[config.mk]
export PLATFORM = sky130hd
export DESIGN_NAME = iir_coeff_loader
export DESIGN_NICKNAME = d
export VERILOG_FILES = /design/src/rtl/iir_coeff_loader.sv
export SDC_FILE = /design/constraint.sdc
export NUM_CORES = 1
export LEC_CHECK = 0
export ABC_AREA = 1
export BUFFER_PORTS_ARGS = -buffer_cell sky130_fd_sc_hd__buf_2
export CAP_MARGIN = 20
export CELL_PAD_IN_SITES_DETAIL_PLACEMENT = 0
export CELL_PAD_IN_SITES_GLOBAL_PLACEMENT = 1
export CORE_ASPECT_RATIO = 1.5
export CORE_UTILIZATION = 41
export CTS_BUF_LIST = sky130_fd_sc_hd__clkbuf_16
export DETAILED_ROUTE_END_ITERATION = 16
export GPL_TIMING_DRIVEN = 0
export PLACE_DENSITY_LB_ADDON = 0.1
export SETUP_SLACK_MARGIN = 0.1
export SYNTH_ARGS = -nofsm -noshare
export SYNTH_HDL_FRONTEND = slang
export SYNTH_SLANG_ARGS = --single-unit
[constraint.sdc]
create_clock -name state_clk -period 4.9 [get_ports state_clk]
set_input_delay 0.245 -clock state_clk [delete_from_list [all_inputs] [get_ports state_clk]]
set_output_delay 0.245 -clock state_clk [all_outputs]
set_load 0.02 [all_outputs]
[src/rtl/iir_coeff_loader.sv]
// rtl/iir_coeff_loader.sv - double-buffered coefficient loader for a two-SOS IIR filter
// Words fill a shadow bank in fixed order; the active bank is swapped in on an lr_clk falling edge.
module iir_coeff_loader (
    input  logic        state_clk,
    input  logic        reset,
    input  logic        lr_clk,
    input  logic        wr_valid,
    output logic        wr_ready,
    input  logic [17:0] wr_data,
    input  logic        wr_last,
    output logic [17:0] b11,
    output logic [17:0] b12,
    output logic [17:0] b13,
    output logic [17:0] a12,
    output logic [17:0] a13,
    output logic [17:0] b21,
    output logic [17:0] b22,
    output logic [17:0] b23,
    output logic [17:0] a22,
    output logic [17:0] a23,
    output logic [17:0] gain,
    output logic        swap_done,
    output logic        set_err,
    output logic [7:0]  commit_cnt
);

    typedef enum logic {
        LOAD,
        WAIT_FRAME
    } state_t;

    localparam int          NUM_WORDS = 11;
    localparam logic [3:0]  LAST_IDX  = 4'd10;

    state_t      state_q, state_d;
    logic [3:0]  idx_q, idx_d;
    logic [17:0] shadow_q [NUM_WORDS];
    logic [17:0] active_q [NUM_WORDS];
    logic        lr_prev_q;
    logic        swap_done_q, swap_done_d;
    logic        set_err_q, set_err_d;
    logic [7:0]  commit_cnt_q, commit_cnt_d;
    logic        wr_fire;
    logic        lr_fall;
    logic        copy_en;

    assign wr_ready = (state_q == LOAD);
    assign wr_fire  = wr_valid && wr_ready;
    assign lr_fall  = lr_prev_q && !lr_clk;

    always_comb begin
        state_d      = state_q;
        idx_d        = idx_q;
        swap_done_d  = 1'b0;
        set_err_d    = set_err_q;
        commit_cnt_d = commit_cnt_q;
        copy_en      = 1'b0;
        case (state_q)
            LOAD: begin
                // A set is only complete when wr_last lands exactly on the gain word.
                if (wr_fire) begin
                    if (idx_q == LAST_IDX) begin
                        idx_d = 4'd0;
                        if (wr_last) begin
                            state_d = WAIT_FRAME;
                        end else begin
                            set_err_d = 1'b1;
                        end
                    end else if (wr_last) begin
                        idx_d     = 4'd0;
                        set_err_d = 1'b1;
                    end else begin
                        idx_d = idx_q + 4'd1;
                    end
                end
            end
            WAIT_FRAME: begin
                if (lr_fall) begin
                    copy_en      = 1'b1;
                    swap_done_d  = 1'b1;
                    commit_cnt_d = commit_cnt_q + 8'd1;
                    state_d      = LOAD;
                end
            end
            default: state_d = LOAD;
        endcase
    end

    always_ff @(posedge state_clk) begin
        if (reset) begin
            state_q      <= LOAD;
            idx_q        <= 4'd0;
            lr_prev_q    <= lr_clk;
            swap_done_q  <= 1'b0;
            set_err_q    <= 1'b0;
            commit_cnt_q <= 8'd0;
            for (int i = 0; i < NUM_WORDS; i++) begin
                shadow_q[i] <= 18'h0;
                active_q[i] <= 18'h0;
            end
        end else begin
            state_q      <= state_d;
            idx_q        <= idx_d;
            lr_prev_q    <= lr_clk;
            swap_done_q  <= swap_done_d;
            set_err_q    <= set_err_d;
            commit_cnt_q <= commit_cnt_d;
            if (wr_fire) begin
                shadow_q[idx_q] <= wr_data;
            end
            // Whole-bank copy in a single edge keeps the filter from seeing a mixed set.
            if (copy_en) begin
                for (int i = 0; i < NUM_WORDS; i++) begin
                    active_q[i] <= shadow_q[i];
                end
            end
        end
    end

    assign b11        = active_q[0];
    assign b12        = active_q[1];
    assign b13        = active_q[2];
    assign a12        = active_q[3];
    assign a13        = active_q[4];
    assign b21        = active_q[5];
    assign b22        = active_q[6];
    assign b23        = active_q[7];
    assign a22        = active_q[8];
    assign a23        = active_q[9];
    assign gain       = active_q[10];
    assign swap_done  = swap_done_q;
    assign set_err    = set_err_q;
    assign commit_cnt = commit_cnt_q;

endmodule

Word level (Yosys, flattened, before mapping) --
Memory sizes are Yosys's and may differ from the RTL's. Cells that the tools add are included.
Storage, ports and cells: flip-flop bits (word level) 16, latch bits 0, memory bits (writable) 396, bits in read-only memories 0, output and inout bits 209, memories 2
Memories:
- active_q | words 11, bits a word 18, rd ports 11, clocked after Yosys merged registers in 0, write ports 11, line 38 | logic [17:0] active_q [NUM_WORDS];
- shadow_q | words 11, bits a word 18, rd ports 11, clocked after Yosys merged registers in 0, write ports 11, line 37 | logic [17:0] shadow_q [NUM_WORDS];
Cells by class: add/subtract/negate cells 2, $mul 0, div/mod/pow operators 0, magnitude comparators 0, eq/ne operators 2, shift operators 0, mux-type cells 34, bitwise gates (word level) 12, reduce and logical (&&, ||, !) cells 8
Operators with widths (count):
- 18-bit 2-to-1 mux | 12
- 1-bit 2-to-1 mux | 18
- 18-bit OR reduction | 1
- 4-bit 2-to-1 mux | 3
- 1-bit OR | 11
- 8-bit by 1-bit adder with 8-bit output (second input constant) | 1
- 4-bit by 1-bit adder with 4-bit output (second input constant) | 1
- 4-bit == test (second input constant) | 1
- 2-bit AND reduction | 2
- 4-bit AND reduction | 1
- 1-bit logical AND | 2
- 2-bit inequality test (second input constant) | 1
- 1-bit case mux with 2 select lines | 1
- 2-bit nonzero test | 1
- 1-bit zero test | 1
- 1-bit NOT | 1

Logic depth before layout (Yosys ltp) --
Gate-level depths: netlist (run 1).
depth after elaboration 8, mapped depth 9, gate-level depth less buffers 8

Worst setup path before layout (run 1) --
Ideal clock, no wire load.
path type reg-to-reg, start point reg state_q, end point mem active_q[0][0], enable pin, library setup time 1.595 ns, data arrival time 3.729 ns, slack -0.424 ns, cell stages (with the launch flop) 3, cells stage by stage dfxtp_1 nand3b_2 nand2_1
RTL lines:
- start, declared | line 35 | state_t state_q, state_d;
- start signal, assigned | line 102 | state_q <= state_d;
- end, declared | line 38

==> results summary, run 1 <==
The share of final-layout standard cells stronger than drive strength 1 came out at 22.8%. The number of buffer cells added on primary ports came out at 231. Walking the worst path, the cells encountered are inv_1, o31ai_1, nand2_2, buf_2, nand2_1. The core region is 37,400 um2. The full die area came out at 38,700 um2. The count of instances resized after the clock tree is built is 0. Each instance of the synthesized netlist takes up on average 12.4 um2. The maximum operating frequency came out at 0.416 GHz.

After detailed routing, the total wire length is 35,000 um. After detailed routing, the average wire length per cell comes to 17.1 um. Synthesis instantiated 31 different standard cells from the library. Counting every net in the synthesized netlist gives 1,281. The reg-to-reg setup timing slack is 2.49 ns. The count of final setup violators is 0.

The startpoint identified for the worst register-to-register timing path is idx_q[3]. The number of pins with negative max-slew slack in the final report is 0. The final layout contains 1,556 nets. The DRC violation count after routing is 0. The area share of the leading cell type in the synthesized netlist came out at 73.0%.

The run finished with clean final reports. For this run, global-route usage on met2 was measured as 33.2%. The worst hold path cell count is 3. In the synthesized netlist the dominant register cell turns out to be edfxtp_1. The final standard cell count with taps included and fillers excluded is 2,047. The met1 usage in global routing came out at 21.4%. The cell at the root of the clock tree is clkbuf_16. In this run the most critical hold path is launched from wr_data[1]. At the end of routability-driven placement, the weighted congestion stood at 0.758.

The placed cell count came out at 1,975. Final hold analysis gives a worst-case slack of 0.0349 ns. The share of the cycle needed by the critical path after routing came out at 49.1%. The met3 track demand over resource in global routing came out at 3.33%. The worst hold path terminates at shadow_q[7][1]. The maximum buffer depth of the clock tree is 3. The critical path class is reg2reg. The kind of end point of the critical path is a flip-flop. The critical path required time came out at 5.06 ns. Compared with the post-synthesis result, the final layout area differs by 19.1%. The maximum level of the CTS H-tree is 2. The average via count per standard cell is 4.41. The total standard cell area after synthesis came out at 15,500 um2.

The total global-route track usage is 18.2%. By area the synthesized netlist is led by edfxtp_1 (73%), nor2_1 (9.6%), inv_1 (5.7%). The transition time at the pin with the least slew margin came out at 0.990 ns. The number of synthesized flops with an enable pin came out at 378. Broken down by cell family, the worst path's largest delay share belongs to simple AND/OR/NAND/NOR gates. The total via count after detailed routing came out at 9,021.

The power density over the cells is 382 nW/um2. The share of synthesized area occupied by flip-flops and latches came out at 77.4%. The total count of hold-check failures in the final report came out at 0.

The most used routing layer in global routing is met2. The wire length of the first global-routing pass is 51,000 um. The maximum VDD drop came out at 205 uV. Entering global routing, the biggest net connects 113 pins. The initial detailed-routing violation count is 453. The starting density of the core came out at 41.5%. In this run the count of I/O pins placed on the die edge is 232. TritonCTS built the clock tree. The number of antenna violations at the first check in global routing was 0. After clock tree synthesis, the flow added hold-fix buffers numbering 1. Post-CTS timing repair inserted 0 buffers for setup.

Sorting the synthesized cells by how often they occur yields nor2_1 (396), edfxtp_1 (378), inv_1 (236). The leakage power of the design came out at 7.75 nW. The clock transition at the registers of the reported paths came out at 0.06 ns. The clock tree skew after final layout is 0.00770 ns. The async set-or-reset flop fraction in the synthesized netlist came out at 0%. The via count of the first global-routing pass is 8,626. Tracing the worst setup path back leads to its startpoint at idx_q[3]. The relative max-transition margin is 34.0%.

The worst setup path is launched from a flip-flop. In this run the critical register-to-register path is captured at shadow_q[8][2]. The number of antenna cells inserted came out at 0.

The largest total area in the synthesized netlist belongs to edfxtp_1. The post-route standard cell area excluding fillers came out at 18,500 um2. Across the run, the number of max-cap violations was 0. The die outline width is 161 um. In this run the worst hold path is classified as in2reg.

The time the worst path needs with I/O delays and setup came out at 2.41 ns. The delay of the slowest cell on the worst path is 0.61 ns. The vertical die dimension came out at 240 um. The total clock sinks came out at 412.

The worst-case reg-to-reg path depth came out at 5. The placement row count is 87. The estimated wirelength of the detail-placed design is 22,800 um. Counting both buffers and inverters, the worst setup path holds a total of 2. The detailed-router iteration count before antenna repair is 7. After global routing the overflow that remains totals 0. The number of clock buffers inserted by TritonCTS is 40.

The count of nets left with antenna violations after detail routing is 0. Setup repair after global routing left no endpoint under its margin. The placed instances occupy a cell area of 17,400 um2. The accumulated negative setup slack came out at 0 ns.

The source-to-sink clock delay at the later pin of the worst-skew pair is 0.53 ns. The number of warnings printed during yosys synthesis came out at 0. The worst-path maximum fanout came out at 18. The arrival time of the worst setup path is 2.56 ns. For this design, the slowest cell found on the critical path is nand2_1. The cell with the most instances after synthesis is nor2_1.

Measured on the finished design, the core utilization comes to 49.4%. The synthesized netlist cell count is 1,254. The flip-flop and latch count after synthesis is 412.
[report_power, final]
group | internal [mW] | switching (mW) | leakage [nW] | total (mW)
logic | 0.0748 | 0.263 | 2.96 | 0.338
clock network | 1.51 | 1.25 | 0.614 | 2.75
registers | 3.95 | 0.0372 | 4.18 | 3.99
[logic make-up after synthesis]
family,synth area share [%]
buffers and inverters,7.62
AO/OA/AOI/OAI,0.660
adder cells (fa/ha/maj),0.322
flip-flops,77.4
XOR/XNOR,0.113
AND/OR/NAND/NOR,13.9
[layout make-up]
class	count	area (um2)
Clock inverter	30	121
Timing Repair Buffer	233	1190
Buffer	56	284
Inverter	240	901
Clock buffer	41	1030
Tap cell	489	612
Multi-Input combinational cell	546	2350
Sequential cell	412	12000
Fill cell	3435	18900
[how the worst max path moves through the flow]
stage / to / slack (ns) / cells after the start
after CTS: shadow_q[8][0] / 2.47 / 5
after detailed placement: shadow_q[8][17] / 2.21 / 4
after global routing: shadow_q[8][3] / 2.32 / 8
after global placement: active_q[0][153] / 0.23 / 3
after floorplan: active_q[0][0] / 1.45 / 2
final: shadow_q[8][2] / 2.49 / 5
[cell usage in the layout, fill, tap and decap left out, drive strengths merged, types with 4 or more instances in the layout]
cell type	instances
clkbuf	53
a21oi	6
ha	4
nand3	31
inv	252
o22ai	4
o21ai	4
nand2	78
nor2	412
edfxtp	378
clkinv	18
dfxtp	34
buf	276
[tightest hold or removal path: stages]
cell and delay (ns):
buf_2 0.09, inv_1 0.03, nor2_1 0.08
[state kept, by name, indices dropped and copies added, names as in the netlist]
| register | count |
|---|---|
| shadow_q | 198 |
| state_q | 1 |
| set_err | 1 |
| swap_done | 1 |
| idx_q | 4 |
| active_q | 198 |
| commit_cnt | 8 |
| lr_prev_q | 1 |
[metal layers]
layer  part of all wire (%)  wire length [um]
met3                    5.0              1730
met2                     52             18200
met5                      0                 0
met4                    2.9              1010
met1                     40             14000
[per-stage QoR]
step	total power, mW	setup slack (ns)
after floorplan	4.26	1.45
after CTS	7.15	2.47
after detailed placement	4.41	2.21
final	7.08	2.49
after global placement	4.41	0.228
after global routing	7.30	2.32
Note: power is estimated with default switching activity, not from simulation.
==> inputs of run 2 (changes only) <==
==> constraint.sdc (replaced) <==
create_clock -name state_clk -period 2 [get_ports state_clk]
set_input_delay 0.1 -clock state_clk [delete_from_list [all_inputs] [get_ports state_clk]]
set_output_delay 0.1 -clock state_clk [all_outputs]
set_load 0.02 [all_outputs]
==> results summary, run 2 (same netlist as run 1, synthesis figures left out) <==
The DRC violation count after routing was 0 (unchanged). The share of the cycle needed by the critical path after routing came out at 91.5% (was 49.1%). The wire length of the first global-routing pass came to 52,300 um (was 51,000 um).

The kind of launch point of the worst setup path is a flip-flop (unchanged). The transition time at the pin with the least slew margin is 0.778 ns (was 0.990 ns). The total via count after detailed routing came out at 9,139 (was 9,021). The number of antenna cells inserted came out at 0 (unchanged). The minimum setup slack after placement is -0.330 ns (was 2.21 ns). The full die area came out at 38,700 um2 (unchanged). The share of final-layout standard cells stronger than drive strength 1 is 24.3% (was 22.8%). The count of nets left with antenna violations after detail routing is 0 (unchanged).

The average via count per standard cell came to 4.41 (about the same). The most used routing layer in global routing was met2 (unchanged). The final standard cell count with taps included and fillers excluded came out at 2,072 (was 2,047). The kind of end point of the critical path is a flip-flop (unchanged). The cell at the root of the clock tree was clkbuf_16 (unchanged). The starting density of the core came out at 41.5% (unchanged).

The commonest non-fill, non-tap cell in the layout is nor2_1 (unchanged). The power density over the cells came to 929 nW/um2 (was 382 nW/um2). The placed cell count is 1,976 (was 1,975). The worst-case hold slack was 0.0432 ns (was 0.0349 ns).

The maximum operating frequency is 0.547 GHz (was 0.416 GHz). The total count of hold-check failures in the final report came out at 0 (unchanged). The placement row count is 87 (unchanged). Most frequent cells in the layout: nor2_1 (396), edfxtp_1 (378), buf_2 (259) (was nor2_1 (396), edfxtp_1 (378), buf_2 (269)). The met2 usage in global routing is 33.0% (was 33.2%). The total clock sinks came to 412 (unchanged). The arrival time of the worst setup path came out at 2.00 ns (was 2.56 ns). The average wire length per cell after detail routing came out at 17.7 um (was 17.1 um). The leakage power of the design is 7.99 nW (was 7.75 nW). The relative max-transition margin came out at 48.1% (was 34.0%). The post-detailed-routing wire length came to 36,600 um (was 35,000 um). The leftover overflow at the end of global routing is 0 (unchanged). The maximum VDD drop came out at 588 uV (was 205 uV).

The clock tree skew after final layout is 0.0173 ns (was 0.00770 ns). The clock transition at the registers of the reported paths is 0.06 ns (about the same). The number of nets in the finished design is 1,585 (was 1,556). The critical path required time is 2.17 ns (was 5.06 ns).

The post-route standard cell area excluding fillers is 19,100 um2 (was 18,500 um2). The via count of the first global-routing pass came out at 8,761 (was 8,626). The number of buffer cells added on primary ports came out at 231 (unchanged). The TritonCTS clock tree is done (unchanged).

The last weighted congestion value of the routability-driven placer is 0.767 (was 0.758). Result of the run: completed (unchanged). The maximum number of pins on one net before global-route repair is 93 (was 113). The vertical die dimension came to 240 um (unchanged). The time the worst path needs with I/O delays and setup is 1.83 ns (was 2.41 ns). The core box area came out at 37,400 um2 (unchanged). The number of antenna violations at the first check in global routing came to 0 (unchanged).

The slack of the critical path is 0.171 ns (was 2.49 ns). The path type of the worst min-delay path was in2reg (unchanged). The count of final setup violators is 0 (unchanged). The worst-path maximum fanout was 92 (was 18).

The number of pins with negative max-slew slack in the final report came out at 0 (unchanged). Setup repair after global routing missed its margin: yes (was no). The met3 track demand over resource in global routing was 3.36% (was 3.33%). The initial detailed-routing violation count came out at 547 (was 453). The source-to-sink clock delay at the later pin of the worst-skew pair came out at 0.54 ns (was 0.53 ns). The post-place instance area is 17,400 um2 (about the same). The top-level I/O count came to 232 (unchanged). The met1 usage in global routing came out at 21.8% (was 21.4%). The die outline width is 161 um (unchanged). The maximum buffer depth of the clock tree is 3 (unchanged). The critical path class was reg2reg (unchanged). The total global-route track usage is 18.8% (was 18.2%). The maximum level of the CTS H-tree was 2 (unchanged).

The area growth from synthesis to final layout is 22.9% (was 19.1%). The count of max-cap constraint violations came out at 0 (unchanged). The estimated wirelength of the detail-placed design came out at 23,000 um (was 22,800 um). The detailed-router iteration count before antenna repair came to 4 (was 7). The total chip power came out at 17.8 mW (was 7.08 mW). The number of clock buffers inserted by TritonCTS came out at 39 (was 40).
==> run 2: what timing repair did <==
action                                 in CTS  in global routing
pin swaps                                   2                  3
cloned                                      1                  1
setup buffers                               1                  5
hold buffers                               21                  0
gates resized for setup                    28                 20
setup endpoints to repair                 413                247
endpoints found under the hold margin      25                  0
==> run 2: per-stage QoR <==
stage / setup TNS (ns) / utilization [%]
detailed placement: -52.21 / 46.5
global route: 0 / 51.0
global placement: -129.61 / 46.3
floorplan: 0 / -
CTS: -0.239 / 50.7
finish: 0 / 51.0
==> run 2: path summary, 6_finish.rpt <==
kind / slack [ns] / start / end / depth (start not counted)
max: 0.17 / state_q / active_q[0][75] / 3
min: 0.04 / reset / swap_done / 3
max reg2reg: 0.17 / state_q / active_q[0][75] / 3
min reg2reg: 0.48 / shadow_q[10][5] / shadow_q[10][5] / 2
==> run 2: where the power goes <==
| group | internal, mW | switching [mW] |
|---|---|---|
| logic | 0.241 | 0.685 |
| registers | 9.67 | 0.0941 |
| clock network | 3.95 | 3.11 |
==> run 2: critical path: stages (launching register included) <==
cell and delay (ns):
dfxtp_2 0.38, nand3b_4 0.27, nand2_8 0.33, buf_16 0.36
==> run 2: cell type report <==
cell class | instances | area [um2]
timing repair buffer | 261 | 1480
clock buffer | 39 | 976
inverter | 240 | 905
tap | 489 | 612
fill | 3418 | 18300
multi-input combinational | 548 | 2580
sequential | 412 | 12000
clock inverter | 27 | 215
buffer | 56 | 313
==> run 2: per-layer routing <==
| layer | share of wire [%] | up-vias |
|---|---|---|
| met5 | 0 | - |
| met4 | 5.0 | 0 |
| met3 | 5.1 | 73 |
| met2 | 51 | 244 |
| met1 | 39 | 4257 |
| li1 | - | 4565 |
==> inputs of run 3 (changes only) <==
--- a/config.mk
+++ b/config.mk
@@ -10,8 +10,8 @@
 export CAP_MARGIN = 20
 export CELL_PAD_IN_SITES_DETAIL_PLACEMENT = 0
 export CELL_PAD_IN_SITES_GLOBAL_PLACEMENT = 1
-export CORE_ASPECT_RATIO = 1.5
-export CORE_UTILIZATION = 41
+export CORE_ASPECT_RATIO = 1.25
+export CORE_UTILIZATION = 49
 export CTS_BUF_LIST = sky130_fd_sc_hd__clkbuf_16
 export DETAILED_ROUTE_END_ITERATION = 16
 export GPL_TIMING_DRIVEN = 0
==> constraint.sdc (replaced) <==
create_clock -name state_clk -period 2.3 [get_ports state_clk]
set_input_delay 0.115 -clock state_clk [delete_from_list [all_inputs] [get_ports state_clk]]
set_output_delay 0.115 -clock state_clk [all_outputs]
set_load 0.02 [all_outputs]
==> results summary, run 3 (same netlist as run 1, synthesis figures left out) <==
Result of the run: completed (unchanged). The last weighted congestion value of the routability-driven placer came to 0.805 (was 0.767). The leftover overflow at the end of global routing came out at 0 (unchanged). The starting density of the core came out at 50.0% (was 41.5%). The slack of the critical path is 0.231 ns (was 0.171 ns). The first element of the critical path is idx_q[1] (was state_q).

The endpoint of the worst-slack reg-to-reg timing path is shadow_q[6][0] (was active_q[0][75]). The count of max-cap constraint violations is 0 (unchanged). The worst-path maximum fanout came out at 18 (was 92). The endpoint of the worst setup timing path is shadow_q[6][0] (was active_q[0][75]).

The kind of end point of the critical path is a flip-flop (unchanged). The final standard cell count with taps included and fillers excluded is 1,986 (was 2,072). The commonest non-fill, non-tap cell in the layout was nor2_1 (unchanged).

The arrival time of the worst setup path came out at 2.25 ns (was 2.00 ns). The post-route standard cell area excluding fillers came out at 18,800 um2 (was 19,100 um2). The count of nets left with antenna violations after detail routing came out at 0 (unchanged). The multi-input logic area came out at 2430 um2 (was 2580 um2).

The clock tree skew after final layout is 0.0169 ns (was 0.0173 ns). Setup repair after global routing missed its margin: no (was yes). The leakage power of the design is 7.88 nW (was 7.99 nW). The power density over the cells was 822 nW/um2 (was 929 nW/um2).

The kind of launch point of the worst setup path is a flip-flop (unchanged). The worst-case hold slack is 0.0729 ns (was 0.0432 ns). The number of nets in the finished design came to 1,580 (was 1,585). The post-place instance area came out at 17,300 um2 (was 17,400 um2). The maximum VDD drop came out at 530 uV (was 588 uV). The initial detailed-routing violation count came out at 532 (was 547).

The worst-case reg-to-reg path depth is 5 (was 3). The proportion of power drawn by combinational gates is 4.9% (was 5.2%). The reg-to-reg setup timing slack came out at 0.23 ns (was 0.17 ns). The maximum number of pins on one net before global-route repair is 115 (was 93). The launching point of the worst reg2reg path is idx_q[1] (was state_q). The full die area was 32,400 um2 (was 38,700 um2).

The estimated wirelength of the detail-placed design is 21,000 um (was 23,000 um). The number of antenna cells inserted is 0 (unchanged). The time the worst path needs with I/O delays and setup is 2.07 ns (was 1.83 ns). The core box area is 31,100 um2 (was 37,400 um2). The DRC violation count after routing was 0 (unchanged).

The wire length of the first global-routing pass came to 49,600 um (was 52,300 um). The cell-internal power came out at 12.1 mW (was 13.9 mW). The top-level I/O count was 232 (unchanged). The clock power share was 40.1% (was 39.8%). The post-detailed-routing wire length is 34,100 um (was 36,600 um). The minimum setup slack after placement was -0.190 ns (was -0.330 ns). The total via count after detailed routing came out at 9,236 (was 9,139).

The detailed-router iteration count before antenna repair was 4 (unchanged). The sequential cell area is 12,000 um2 (about the same). The share of the cycle needed by the critical path after routing came out at 90.0% (was 91.5%). The count of fill cells added during filler insertion was 2,539 (was 3,418). The area growth from synthesis to final layout came to 20.9% (was 22.9%). The path type of the worst min-delay path is in2reg (unchanged). The vertical die dimension came out at 201 um (was 240 um). The transition time at the pin with the least slew margin is 0.896 ns (was 0.778 ns). The relative max-transition margin was 40.1% (was 48.1%).

The placement row count came to 72 (was 87). The maximum buffer depth of the clock tree came out at 3 (unchanged). The number of buffer cells added on primary ports came out at 231 (unchanged). The share of final-layout standard cells stronger than drive strength 1 came out at 23.7% (was 24.3%). Most frequent cells in the layout: nor2_1 (396), edfxtp_1 (378), buf_2 (268) (was nor2_1 (396), edfxtp_1 (378), buf_2 (259)).

The number of antenna violations at the first check in global routing came to 0 (unchanged). The via count of the first global-routing pass is 8,514 (was 8,761). The switching share of power is 21.5% (was 21.9%). The die outline width came out at 161 um (about the same).

The clock transition at the registers of the reported paths is 0.07 ns (was 0.06 ns). The accumulated negative setup slack is 0 ns (unchanged). The average wire length per cell after detail routing came out at 17.2 um (was 17.7 um). The average via count per standard cell is 4.65 (was 4.41). The power spent charging and discharging nets is 3.32 mW (was 3.89 mW). The maximum level of the CTS H-tree is 2 (unchanged).

The source-to-sink clock delay at the later pin of the worst-skew pair is 0.53 ns (was 0.54 ns). The number of pins with negative max-slew slack in the final report came out at 0 (unchanged). The maximum operating frequency is 0.483 GHz (was 0.547 GHz). The total global-route track usage is 21.1% (was 18.8%). The critical path class is reg2reg (unchanged). The power share of the sequential group came out at 54.9% (was 55.0%).

The count of final setup violators was 0 (unchanged). The number of clock buffers inserted by TritonCTS is 39 (unchanged). The total clock sinks came out at 412 (unchanged). The placed cell count came to 1,893 (was 1,976).

The critical path required time is 2.48 ns (was 2.17 ns). The total count of hold-check failures in the final report is 0 (unchanged). The TritonCTS clock tree was done (unchanged). The cell at the root of the clock tree is clkbuf_16 (unchanged).
==> run 3: cell types whose count changed in the layout (fill, tap and decap cells not counted), sizes merged <==
cell and delta:
clkbuf -4, buf -3, inv -3, clkinv +2
dlygate4sd3 +2, bufinv +1, clkinvlp +1
==> run 3: area by class of cell <==
cell class,instances,area share (%)
buffer,56,1.52
timing repair buffer,256,7.58
tap,407,2.71
inverter,240,4.79
sequential,412,64.0
clock buffer,39,5.19
clock inverter,28,1.28
multi-input combinational,548,12.9
==> run 3: how the worst min path moves through the flow <==
stage | start | endpoint | slack [ns] | cells after the start
final | reset | idx_q[0] | 0.07 | 4
after global routing | reset | idx_q[0] | 0.08 | 4
after CTS | reset | idx_q[0] | 0.04 | 4
after detailed placement | lr_clk | lr_prev_q | 0.23 | 1
after global placement | lr_clk | lr_prev_q | 0.23 | 1
after floorplan | lr_clk | lr_prev_q | 0.14 | 0
==> run 3: per-stage QoR <==
| step | total power, mW | utilization [%] |
|---|---|---|
| finish | 15.5 | 60.5 |
| global route | 15.9 | 60.5 |
| CTS | 15.6 | 60.3 |
| detailed placement | 9.39 | 55.5 |
| global placement | 9.37 | 55.4 |
| floorplan | 9.07 | - |
==> run 3: metal layers <==
| layer | track usage (%) | up-vias | share of wire [%] |
|---|---|---|---|
| met1 | 25.9 | 4339 | 40 |
| met5 | 0 | - | 0 |
| li1 | - | 4555 | - |
| met4 | 8.63 | 0 | 3.6 |
| met2 | 36.5 | 274 | 50 |
| met3 | 4.02 | 68 | 5.9 |
==> run 3: worst max-delay path, cell delays in order (launching register included) <==
cell and delay, ns:
dfxtp_1 0.55, nand3_1 0.22, nor2_2 0.18, nand2_2 0.18, buf_2 0.24, nand2_2 0.35
==> run 3: timing repair <==
action	CTS	global route
resized for setup	9	9
buffers inserted	0	0
setup endpoints to repair	275	303
endpoints found under the hold margin	26	0
pin swaps	1	1
hold buffers	23	0
cloned	1	1
==> run 3: power by group through the flow <==
stage | clock [mW] | sequential, mW | combinational, mW
after floorplan | 0 | 8.81 | 0.261
after global placement | 0 | 8.66 | 0.712
after detailed placement | 0 | 8.66 | 0.725
after CTS | 6.30 | 8.50 | 0.761
after global routing | 6.55 | 8.52 | 0.822
final | 6.21 | 8.49 | 0.761
